==> config.mk <==
export PLATFORM = sky130hd
export DESIGN_NAME = burst_mem
export DESIGN_NICKNAME = d
export VERILOG_FILES = /design/src/rtl/burst_mem_pkg.sv /design/src/rtl/burst_addr_gen.sv /design/src/rtl/burst_mem.sv
export SDC_FILE = /design/constraint.sdc
export NUM_CORES = 2
export LEC_CHECK = 0
export BUFFER_PORTS_ARGS = -buffer_cell sky130_fd_sc_hd__buf_2
export CORE_UTILIZATION = 60
export CTS_CLUSTER_SIZE = 40
export DETAILED_ROUTE_END_ITERATION = 7
export MAX_ROUTING_LAYER = met4
export PLACE_DENSITY_LB_ADDON = 0.2
export SLEW_MARGIN = 20
export SYNTH_ARGS = -nofsm -noshare
export SYNTH_HDL_FRONTEND = slang
export SYNTH_SLANG_ARGS = --single-unit
==> constraint.sdc <==
create_clock -name clk -period 5.17 [get_ports clk]
set_input_delay 0.517 -clock clk [delete_from_list [all_inputs] [get_ports clk]]
set_output_delay 0.517 -clock clk [all_outputs]
set_load 0.1 [all_outputs]
==> src/rtl/burst_mem_pkg.sv <==
// Shared types and constants for the burst scratch memory.
// Holds the controller state encoding, direction codes and strobe-width helpers.
package burst_mem_pkg;

    typedef enum logic [1:0] {
        IDLE  = 2'd0,
        WRITE = 2'd1,
        READ  = 2'd2,
        RESP  = 2'd3
    } state_t;

    localparam logic DIR_WR = 1'b1;
    localparam logic DIR_RD = 1'b0;

    localparam int DEF_WIDTH  = 32;
    localparam int STRB_WIDTH = DEF_WIDTH / 8;

    function automatic bit width_ok(input int w);
        return (w % 8) == 0;
    endfunction

endpackage

==> src/rtl/burst_addr_gen.sv <==
// Current word address and beat counter for one burst.
// The address wraps from DEPTH-1 to 0, so DEPTH need not be a power of two.
module burst_addr_gen #(
    parameter int DEPTH      = 32,
    parameter int ADDR_WIDTH = 5,
    parameter int LEN_WIDTH  = 3
) (
    input  logic                  clk,
    input  logic                  rst,
    input  logic                  load,
    input  logic [ADDR_WIDTH-1:0] start,
    input  logic [LEN_WIDTH-1:0]  len,
    input  logic                  advance,
    output logic [ADDR_WIDTH-1:0] cur,
    output logic [ADDR_WIDTH-1:0] next_cur,
    output logic                  last
);

    logic [LEN_WIDTH-1:0] cnt;
    logic [LEN_WIDTH-1:0] len_q;

    assign next_cur = (cur == ADDR_WIDTH'(DEPTH - 1)) ? '0 : cur + 1'b1;
    assign last     = (cnt == len_q);

    // NOTE: sequential state uses non-blocking assignments so every register
    // samples pre-edge values regardless of process ordering.
    always_ff @(posedge clk or negedge rst) begin
        if (!rst) begin
            cur   <= '0;
            cnt   <= '0;
            len_q <= '0;
        end else if (load) begin
            cur   <= start;
            cnt   <= '0;
            len_q <= len;
        end else if (advance) begin
            cur   <= next_cur;
            cnt   <= cnt + 1'b1;
        end
    end

endmodule

==> src/rtl/burst_mem.sv <==
// Single-port scratch memory serving multi-beat read/write bursts with
// valid/ready beats, byte strobes, address wrap and a done/err completion pulse.
module burst_mem
    import burst_mem_pkg::*;
#(
    parameter int WIDTH      = DEF_WIDTH,
    parameter int DEPTH      = 32,
    parameter int ADDR_WIDTH = $clog2(DEPTH),
    parameter int MAX_LEN    = 8,
    parameter int LEN_WIDTH  = $clog2(MAX_LEN)
) (
    input  logic                  clk,
    input  logic                  rst,
    input  logic                  valid,
    input  logic                  wr_rd,
    input  logic [ADDR_WIDTH-1:0] addr,
    input  logic [LEN_WIDTH-1:0]  len,
    output logic                  ready,
    input  logic [WIDTH-1:0]      wdata,
    input  logic [WIDTH/8-1:0]    wstrb,
    input  logic                  wvalid,
    output logic                  wready,
    output logic [WIDTH-1:0]      rdata,
    output logic                  rvalid,
    output logic                  rlast,
    input  logic                  rready,
    output logic                  done,
    output logic                  err
);

    localparam int IDX_WIDTH = (DEPTH > 1) ? $clog2(DEPTH) : 1;

    if (!width_ok(WIDTH)) begin : g_width_check
        $error("burst_mem: WIDTH must be a multiple of 8");
    end

    state_t                  state, next_state;
    logic                    err_q;
    logic [ADDR_WIDTH-1:0]   cur, next_cur;
    logic                    last;
    logic                    accept, wbeat, rbeat, addr_bad;
    logic [WIDTH-1:0]        mem [DEPTH];

    assign accept   = valid && ready;
    assign wbeat    = wvalid && wready;
    assign rbeat    = rvalid && rready;
    assign addr_bad = 32'(addr) >= DEPTH;
    assign rlast    = rvalid && last;

    burst_addr_gen #(
        .DEPTH      (DEPTH),
        .ADDR_WIDTH (ADDR_WIDTH),
        .LEN_WIDTH  (LEN_WIDTH)
    ) u_addr_gen (
        .clk      (clk),
        .rst      (rst),
        .load     (accept),
        .start    (addr),
        .len      (len),
        .advance  (wbeat || rbeat),
        .cur      (cur),
        .next_cur (next_cur),
        .last     (last)
    );

    // NOTE: next_state gets a default before any branch so no latch is inferred.
    always_comb begin
        next_state = state;
        case (state)
            IDLE: begin
                if (accept) begin
                    if (addr_bad)              next_state = RESP;
                    else if (wr_rd == DIR_WR)  next_state = WRITE;
                    else                       next_state = READ;
                end
            end
            WRITE:   if (wbeat && last) next_state = RESP;
            READ:    if (rbeat && last) next_state = RESP;
            RESP:    next_state = IDLE;
            default: next_state = IDLE;
        endcase
    end

    // Handshake outputs are registered decodes of the upcoming state.
    always_ff @(posedge clk or negedge rst) begin
        if (!rst) begin
            state  <= IDLE;
            ready  <= 1'b0;
            wready <= 1'b0;
            rvalid <= 1'b0;
            done   <= 1'b0;
            err    <= 1'b0;
            err_q  <= 1'b0;
        end else begin
            state  <= next_state;
            ready  <= (next_state == IDLE);
            wready <= (next_state == WRITE);
            rvalid <= (next_state == READ);
            done   <= (state == RESP);
            err    <= (state == RESP) && err_q;
            if (accept) err_q <= addr_bad;
        end
    end

    // NOTE: the array is cleared by reset, so it maps to flops rather than a
    // RAM macro; that is what makes every word read back as zero after reset.
    always_ff @(posedge clk or negedge rst) begin
        if (!rst) begin
            for (int i = 0; i < DEPTH; i++) mem[i] <= '0;
        end else if (wbeat) begin
            for (int k = 0; k < WIDTH / 8; k++) begin
                if (wstrb[k]) mem[cur[IDX_WIDTH-1:0]][8*k +: 8] <= wdata[8*k +: 8];
            end
        end
    end

    // Prefetch the next word on each accepted beat for one beat per cycle.
    always_ff @(posedge clk or negedge rst) begin
        if (!rst) begin
            rdata <= '0;
        end else if (accept && !addr_bad && wr_rd == DIR_RD) begin
            rdata <= mem[addr[IDX_WIDTH-1:0]];
        end else if (rbeat && !last) begin
            rdata <= mem[next_cur[IDX_WIDTH-1:0]];
        end
    end

endmodule

# Yosys cells after proc, flatten, opt, wreduce, memory -nomap -nowiden
# Index checks and enable logic that the tools add are counted.
word_totals:
  reg_bits: 1073
  output_inout_bits: 38
  input_bits: 50
  elab_cells: 110
op_classes:
  mux: 37
  reduce_logical: 15
  add_sub_neg: 2
  n_eq_ne: 7
  order_cmp: 4
  bitwise_logic: 4
op_table:
  columns: ["operator", "n"]
  rows:
  - ["2-to-1 mux 1024 bit", 7]
  - ["bitwise mux 1024 bit", 4]
  - ["demux 32 bit (select 5 bit)", 4]
  - ["binary-select mux 32 bit (select 5 bit)", 2]
  - ["2-to-1 mux 32 bit", 7]
  - ["2-to-1 mux 24 bit", 1]
  - [">= comparator 6 bit, second input constant", 3]
  - ["NOT 5 -> 6 bit", 3]
  - ["2-to-1 mux 16 bit", 1]
  - ["2-to-1 mux 5 bit", 3]
  - ["logical AND 1 bit", 9]
  - ["2-to-1 mux 2 bit", 4]
  - ["2-to-1 mux 8 bit", 1]
  - ["one-hot mux 2 bit (4 select lines)", 1]
  - ["== test 2 bit, second input constant", 3]
  - ["less-than comparator 6 x 1 -> 1 bit, second input constant", 1]
  - ["2-to-1 mux 3 bit", 2]
  - ["adder 5 x 1 -> 5 bit, second input constant", 1]
  - ["== test 5 bit, second input constant", 1]
  - ["== test 2 x 1 -> 1 bit, second input constant", 2]
  - ["logical NOT 2 bit", 2]
  - ["nonzero test 2 bit", 2]
  - ["adder 3 x 1 -> 3 bit, second input constant", 1]
  - ["== test 3 bit", 1]
  - ["3 further kinds", 3]

# Depth between registers and ports, before layout
depth:
  word_depth: 16
  depth_mapped: 14

# Modules after synthesis
# Synthesis repeated with hierarchy kept, for this count alone.
hier_totals:
  cells_unflattened: 3804
  hier_area_um2: 56490.4
modules_own_cells:
  columns: ["module", "area_each_um2", "cells_per_inst", "n_inst"]
  rows:
  - ["burst_mem", 55892.4, 3749, 1]
  - ["burst_addr_gen", 598.1, 55, 1]

# Worst setup path after synthesis
# No wires, ideal clock.
synth_path:
  path_type: "reg2reg"
  start: "register u_addr_gen.cur[2]"
  end: "register rdata[10]"
  setup_slack_ps: 2299
  path_stages_with_launch: 13
  arrival_ps: 2740
  setup_ps: 131
  n_path_buf: 6
  synth_period_minus_slack_ps: 2871
  required_ps: 5039
  cell_sequence: "dfrtp_1 -> buf_4 -> buf_2 -> buf_1 -> and3_1 -> ha_1 -> or2_1 -> buf_4 -> buf_4 -> buf_4 -> mux4_2 -> o21ai_0 -> o31ai_1"
synth_between:
  elab_chain_cells: 8
  word_cells_on_any_way: 9
  cone_classes: "1 x add/sub; 1 x eq/ne; 6 x mux; 1 x bitwise"
synth_lines:
  columns: ["item", "line", "text"]
  rows:
  - ["from (decl)", "burst_addr_gen.sv:14", "output logic [ADDR_WIDTH-1:0] cur,"]
  - ["from (signal assigned)", "burst_addr_gen.sv:33", "cur <= start;"]
  - ["from (signal assigned)", "burst_addr_gen.sv:37", "cur <= next_cur;"]
  - ["adder 5 x 1 -> 5 bit / == test 5 bit (equally long branches)", "burst_addr_gen.sv:22", "assign next_cur = (cur == ADDR_WIDTH'(DEPTH - 1)) ? '0 : cur + 1'b1;"]
  - ["2-to-1 mux 5 bit *", "burst_addr_gen.sv:22", null]
  - ["NOT 5 -> 6 bit (not written as such) *", "burst_mem.sv:124", "rdata <= mem[next_cur[IDX_WIDTH-1:0]];"]
  - ["binary-select mux 32 bit (select 5 bit) *", "burst_mem.sv:124", null]
  - ["2-to-1 mux 32 bit (not written as such) * (2 in a row)", "burst_mem.sv:124", null]
  - ["2-to-1 mux 32 bit *", "burst_mem.sv:123", "end else if (rbeat && !last) begin"]
  - ["2-to-1 mux 32 bit *", "burst_mem.sv:121", "end else if (accept && !addr_bad && wr_rd == DIR_RD) begin"]
  - ["to (signal assigned)", "burst_mem.sv:122", "rdata <= mem[addr[IDX_WIDTH-1:0]];"]
  - ["to (signal assigned)", "burst_mem.sv:124", null]
  - ["to (decl)", "burst_mem.sv:23", "output logic [WIDTH-1:0] rdata,"]
# Mark *: on every way between the ends. The rest lies on a longest branch, timed or not. The select of a mux whose other input is x is not followed.
# A chain may end at the register's enable or synchronous reset.

# Worst setup path in the final report
layout_path:
  start: "register u_addr_gen.cur[0]"
  end: "register rdata[30]"
# Same word-level chain as after synthesis.

==> flow_summary_export.csv <==
group,metric,value,unit
timing,whs,0.0471,ns
logic_synthesis,ys_async_sr_fraction,100,%
layout,final-seq-area,0.0269,mm2
logic_synthesis,synth_top_area_cell,"dfrtp_1",
setup_path,required,5.81,ns
job,maxCapViolCount,0,
layout,post-route-util,66.6,%
global_routing,grt_use_total,39.8,%
setup_path,crit_buf_inv,2,
setup_path,r2r_cells,11,
setup_path,r2r-start,"u_addr_gen.cur[0]$_DFFE_PN0P_",
logic_synthesis,synth_compound_area_share,8.02,%
cts,cts.sinks,1073,
timing,finalSetupTns,0,ns
global_routing,grt.busiest_layer,"met2",
floorplanning,start_util,60.9,%
detailed_routing,vias,42700,
setup_path,path_cells,"ha_1 > buf_4 > and3_1 > ha_4 > or2_4 > buf_4 > o22ai_1 > a2111oi_0 > a21oi_1 > a32oi_1 > a31o_1",
timing,setup_viol_count_final,0,
logic_synthesis,syn_nets,4629,
cts,cts-resized-gates,0,
pwr,powerDensity,511,mW/mm2
layout,area_growth,9.34,%
placement,place_congestion,0.991,
logic_synthesis,synth_xor_area_share,0.159,%
cts,cts_tree,"yes",
placement,io_buffers,86,
floorplanning,dieArea,0.0981,mm2
global_routing,gr-usage-met2,56.4,%
status,status,"completed",
layout,layout.nets,4543,
hold_path,hold_class,"in2reg",
setup_path,cp_slowest_stage_delay,0.70,ns
global_routing,grt_util_met3,11.7,%
setup_path,r2r_end,"rdata[30]$_DFFE_PN0P_",
setup_path,crit_family,"compound AO/OA/AOI/OAI gates",
pwr,power,32.4,mW
hold_path,min_to,"u_addr_gen.len_q[2]$_DFFE_PN0P_",
floorplanning,row_count,113,
detailed_routing,routed_via_density,7.30,
global_routing,grt_max_degree,159,
floorplanning,core,0.0954,mm2
layout,multi_input_area,0.0296,mm2
global_routing,gr-total-overflow,0,
logic_synthesis,syn_area,0.0581,mm2
cts,clockRootBuffer,"clkbuf_16",
layout,fill_cells,6897,
global_routing,grt_pass1_vias,42100,
setup_path,cp.arrival,4.84,ns
cts,cts.htree.levels,3,
cts,cts_buffers,114,
setup_path,worst_path_most_repeated_cell,"buf_4",
hold_path,min_from,"len[2]",
cts,clk_path_buf_depth,3,
detailed_routing,wire_per_inst,32.1,um
hold_path,holdPathStages,2,
setup_path,crit_path_start_kind,"flip-flop",
logic_synthesis,synth_seq_cells,1073,
detailed_routing,drt-pass1-iter-count,6,
pwr,power_leakage,29.2,nW
logic_synthesis,synth.mux.area_fraction,36.4,%
setup_path,end_kind,"flip-flop",
logic_synthesis,syn_inst,4573,
timing,fin_crit,4.21,ns
timing,tightestPinTransition,1.22,ns
logic_synthesis,synthAdderAreaFrac,0.129,%
cts,clock_latency,0.73,ns
timing,finalHoldViolCount,0,
setup_path,cp_slowest_cell,"or2_4",
global_routing,antenna_found_initial,14,
floorplanning,die_w,313,um
setup_path,critical_path_class,"reg2reg",
floorplanning,ioPinCount,88,
placement,place_ws,1.09,ns
cts,clk_pin_slew_worst_paths,0.06,ns
layout,drive_above_1_share,39.6,%
logic_synthesis,synth_top_area_share,46.2,%
timing,fmax,0.238,GHz
logic_synthesis,ys.flop_type,"dfrtp_1",
timing,fin_worst_skew,0.0312,ns
logic_synthesis,ys_seq_area_share,46.2,%
logic_synthesis,yosys_warnings,0,
global_routing,met1_usage,53.2,%
logic_synthesis,synth_area_per_cell,12.7,um2
global_routing,grt_pass1_wl,282000,um
logic_synthesis,synthSimpleGateAreaFrac,5.87,%
timing,finalWorstSetupSlack,0.965,ns
logic_synthesis,synth_top_family_by_area,"multiplexers",
pwr,ir_worst_vdd,0.782,mV
timing,slew_headroom,18.6,%
timing,rsz0062_at_grt,"false",
detailed_routing,post-route-drc-count,0,
detailed_routing,final_antenna_net_count,0,
detailed_routing,drtIter0Drc,5730,
timing,fin_crit_sh,81.3,%
timing,maxSlewViolCount,0,
logic_synthesis,synth_enable_flop_cells,0,
logic_synthesis,ys_types,65,
placement,hpwlAfterDp,118000,um
setup_path,critPathMaxFanout,41,
detailed_routing,wl,188000,um
setup_path,rrSetupSlack,0.96,ns
floorplanning,dieHeight,313,um
logic_synthesis,ys_top_cells_by_area,"dfrtp_1 46%, mux2_2 21%, mux4_2 11%, mux2i_1 3.9%, nand2_1 2.5%",
## cell usage in the layout (no fill, tap or decap), types with 71 or more instances in the layout
cell type  synthesis  final
clkbuf_16          0    116
nor2_1           115    107
a21oi_1          149    149
mux2i_1          229    229
o21ai_0          122    122
mux2_2          1089   1089
dfrtp_1         1073   1072
buf_2             81     82
buf_4             27     75
nand3_1           71     71
nand2_1          380    378
mux4_2           289    289
## worst max path at each step
stage / slack [ns] / cells past startpoint / endpoint / startpoint
6_report: 0.96 / 11 / rdata[30]$_DFFE_PN0P_ / u_addr_gen.cur[0]$_DFFE_PN0P_
3_5_place_dp: 1.09 / 9 / rdata[22]$_DFFE_PN0P_ / u_addr_gen.cur[0]$_DFFE_PN0P_
4_1_cts: 1.09 / 11 / rdata[30]$_DFFE_PN0P_ / u_addr_gen.cur[0]$_DFFE_PN0P_
3_3_place_gp: 1.11 / 9 / rdata[22]$_DFFE_PN0P_ / u_addr_gen.cur[0]$_DFFE_PN0P_
2_1_floorplan: 2.30 / 12 / rdata[10]$_DFFE_PN0P_ / u_addr_gen.cur[2]$_DFFE_PN0P_
5_1_grt: 0.90 / 11 / rdata[30]$_DFFE_PN0P_ / u_addr_gen.cur[0]$_DFFE_PN0P_
## metal layers
layer	wire length, um	part of all wire (%)
met1	73100	39
met2	82700	44
met3	22300	12
met4	9920	5.3
met5	0	0
## report_power, final
part	internal (mW)	switching, mW
combinational	4.32	9.67
clock	4.99	3.47
sequential	9.17	0.801
total	18.5	13.9
## final cells by class
| cell class | count | share of cell area (%) |
|---|---|---|
| diodes | 17 | 0.0670 |
| flip-flops and latches | 1073 | 42.3 |
| inverters | 15 | 0.0906 |
| multi-input cells | 3094 | 46.5 |
| repair buffers | 189 | 2.49 |
| well taps | 1265 | 2.49 |
| clock inverters | 31 | 0.727 |
| clock buffers | 174 | 5.34 |
## flip-flops by register name, summed over array words and instances, names as in the netlist
signal / flops
done: 1
u_addr_gen.cnt: 3
ready: 1
state: 2
rvalid: 1
u_addr_gen.cur: 5
u_addr_gen.len_q: 3
rdata: 32
wready: 1
mem: 1024
## through the flow
step	area, um2	cells
global placement	59600	5635
CTS	63500	5841
detailed placement	59600	5635
finish	63500	5858
floorplan	58100	4573
global route	63500	5854
## cells by family (layout without fill, tap and decap cells)
group | after synthesis | after routing
XOR/XNOR | 8 | 8
other | 1 | 18
adder cells (fa/ha/maj) | 6 | 6
AND/OR/NAND/NOR | 768 | 768
flip-flops | 1073 | 1073
AO/OA/AOI/OAI | 701 | 701
multiplexers | 1610 | 1610
buffers and inverters | 406 | 409
## worst reg2reg max path: cells and delay by family, from the launching register on
family	cells	cell delay, ns
AO/OA/AOI/OAI	5	1.14
AND/OR/NAND/NOR	2	0.94
flip-flops	1	0.62
buffers and inverters	2	0.66
adder cells (fa/ha/maj)	2	0.77
## cells in the mapped netlist (6+ instances only)
library cell  instances
a211oi_1             24
a21oi_1             149
a221o_1               8
a221oi_1             24
a222oi_1             21
a22oi_1              65
a311oi_1             23
a31oi_1              64
a32oi_1               9
and3_1               27
buf_1                28
buf_2                81
buf_4                27
buf_6                13
clkbuf_1            238
dfrtp_1            1073
ha_1                  6
inv_1                15
mux2_2             1089
mux2i_1             229
mux4_2              289
nand2_1             380
nand2b_1             12
nand3_1              71
nand4_1               9
nor2_1              115
nor2_2               39
nor2b_1              32
nor3_1               59
nor4_1                8
o2111ai_1            26
o211ai_1              8
o21ai_0             122
o21ai_1               8
o221ai_1              8
o22a_1               21
o22ai_1              64
o31ai_1              22
o32ai_1              21
## what timing repair did
action,CTS,global route
buffers inserted,0,0
hold buffers,1,0
hold endpoints to repair,84,0
No activity file was read; power rests on OpenSTA's default activity.
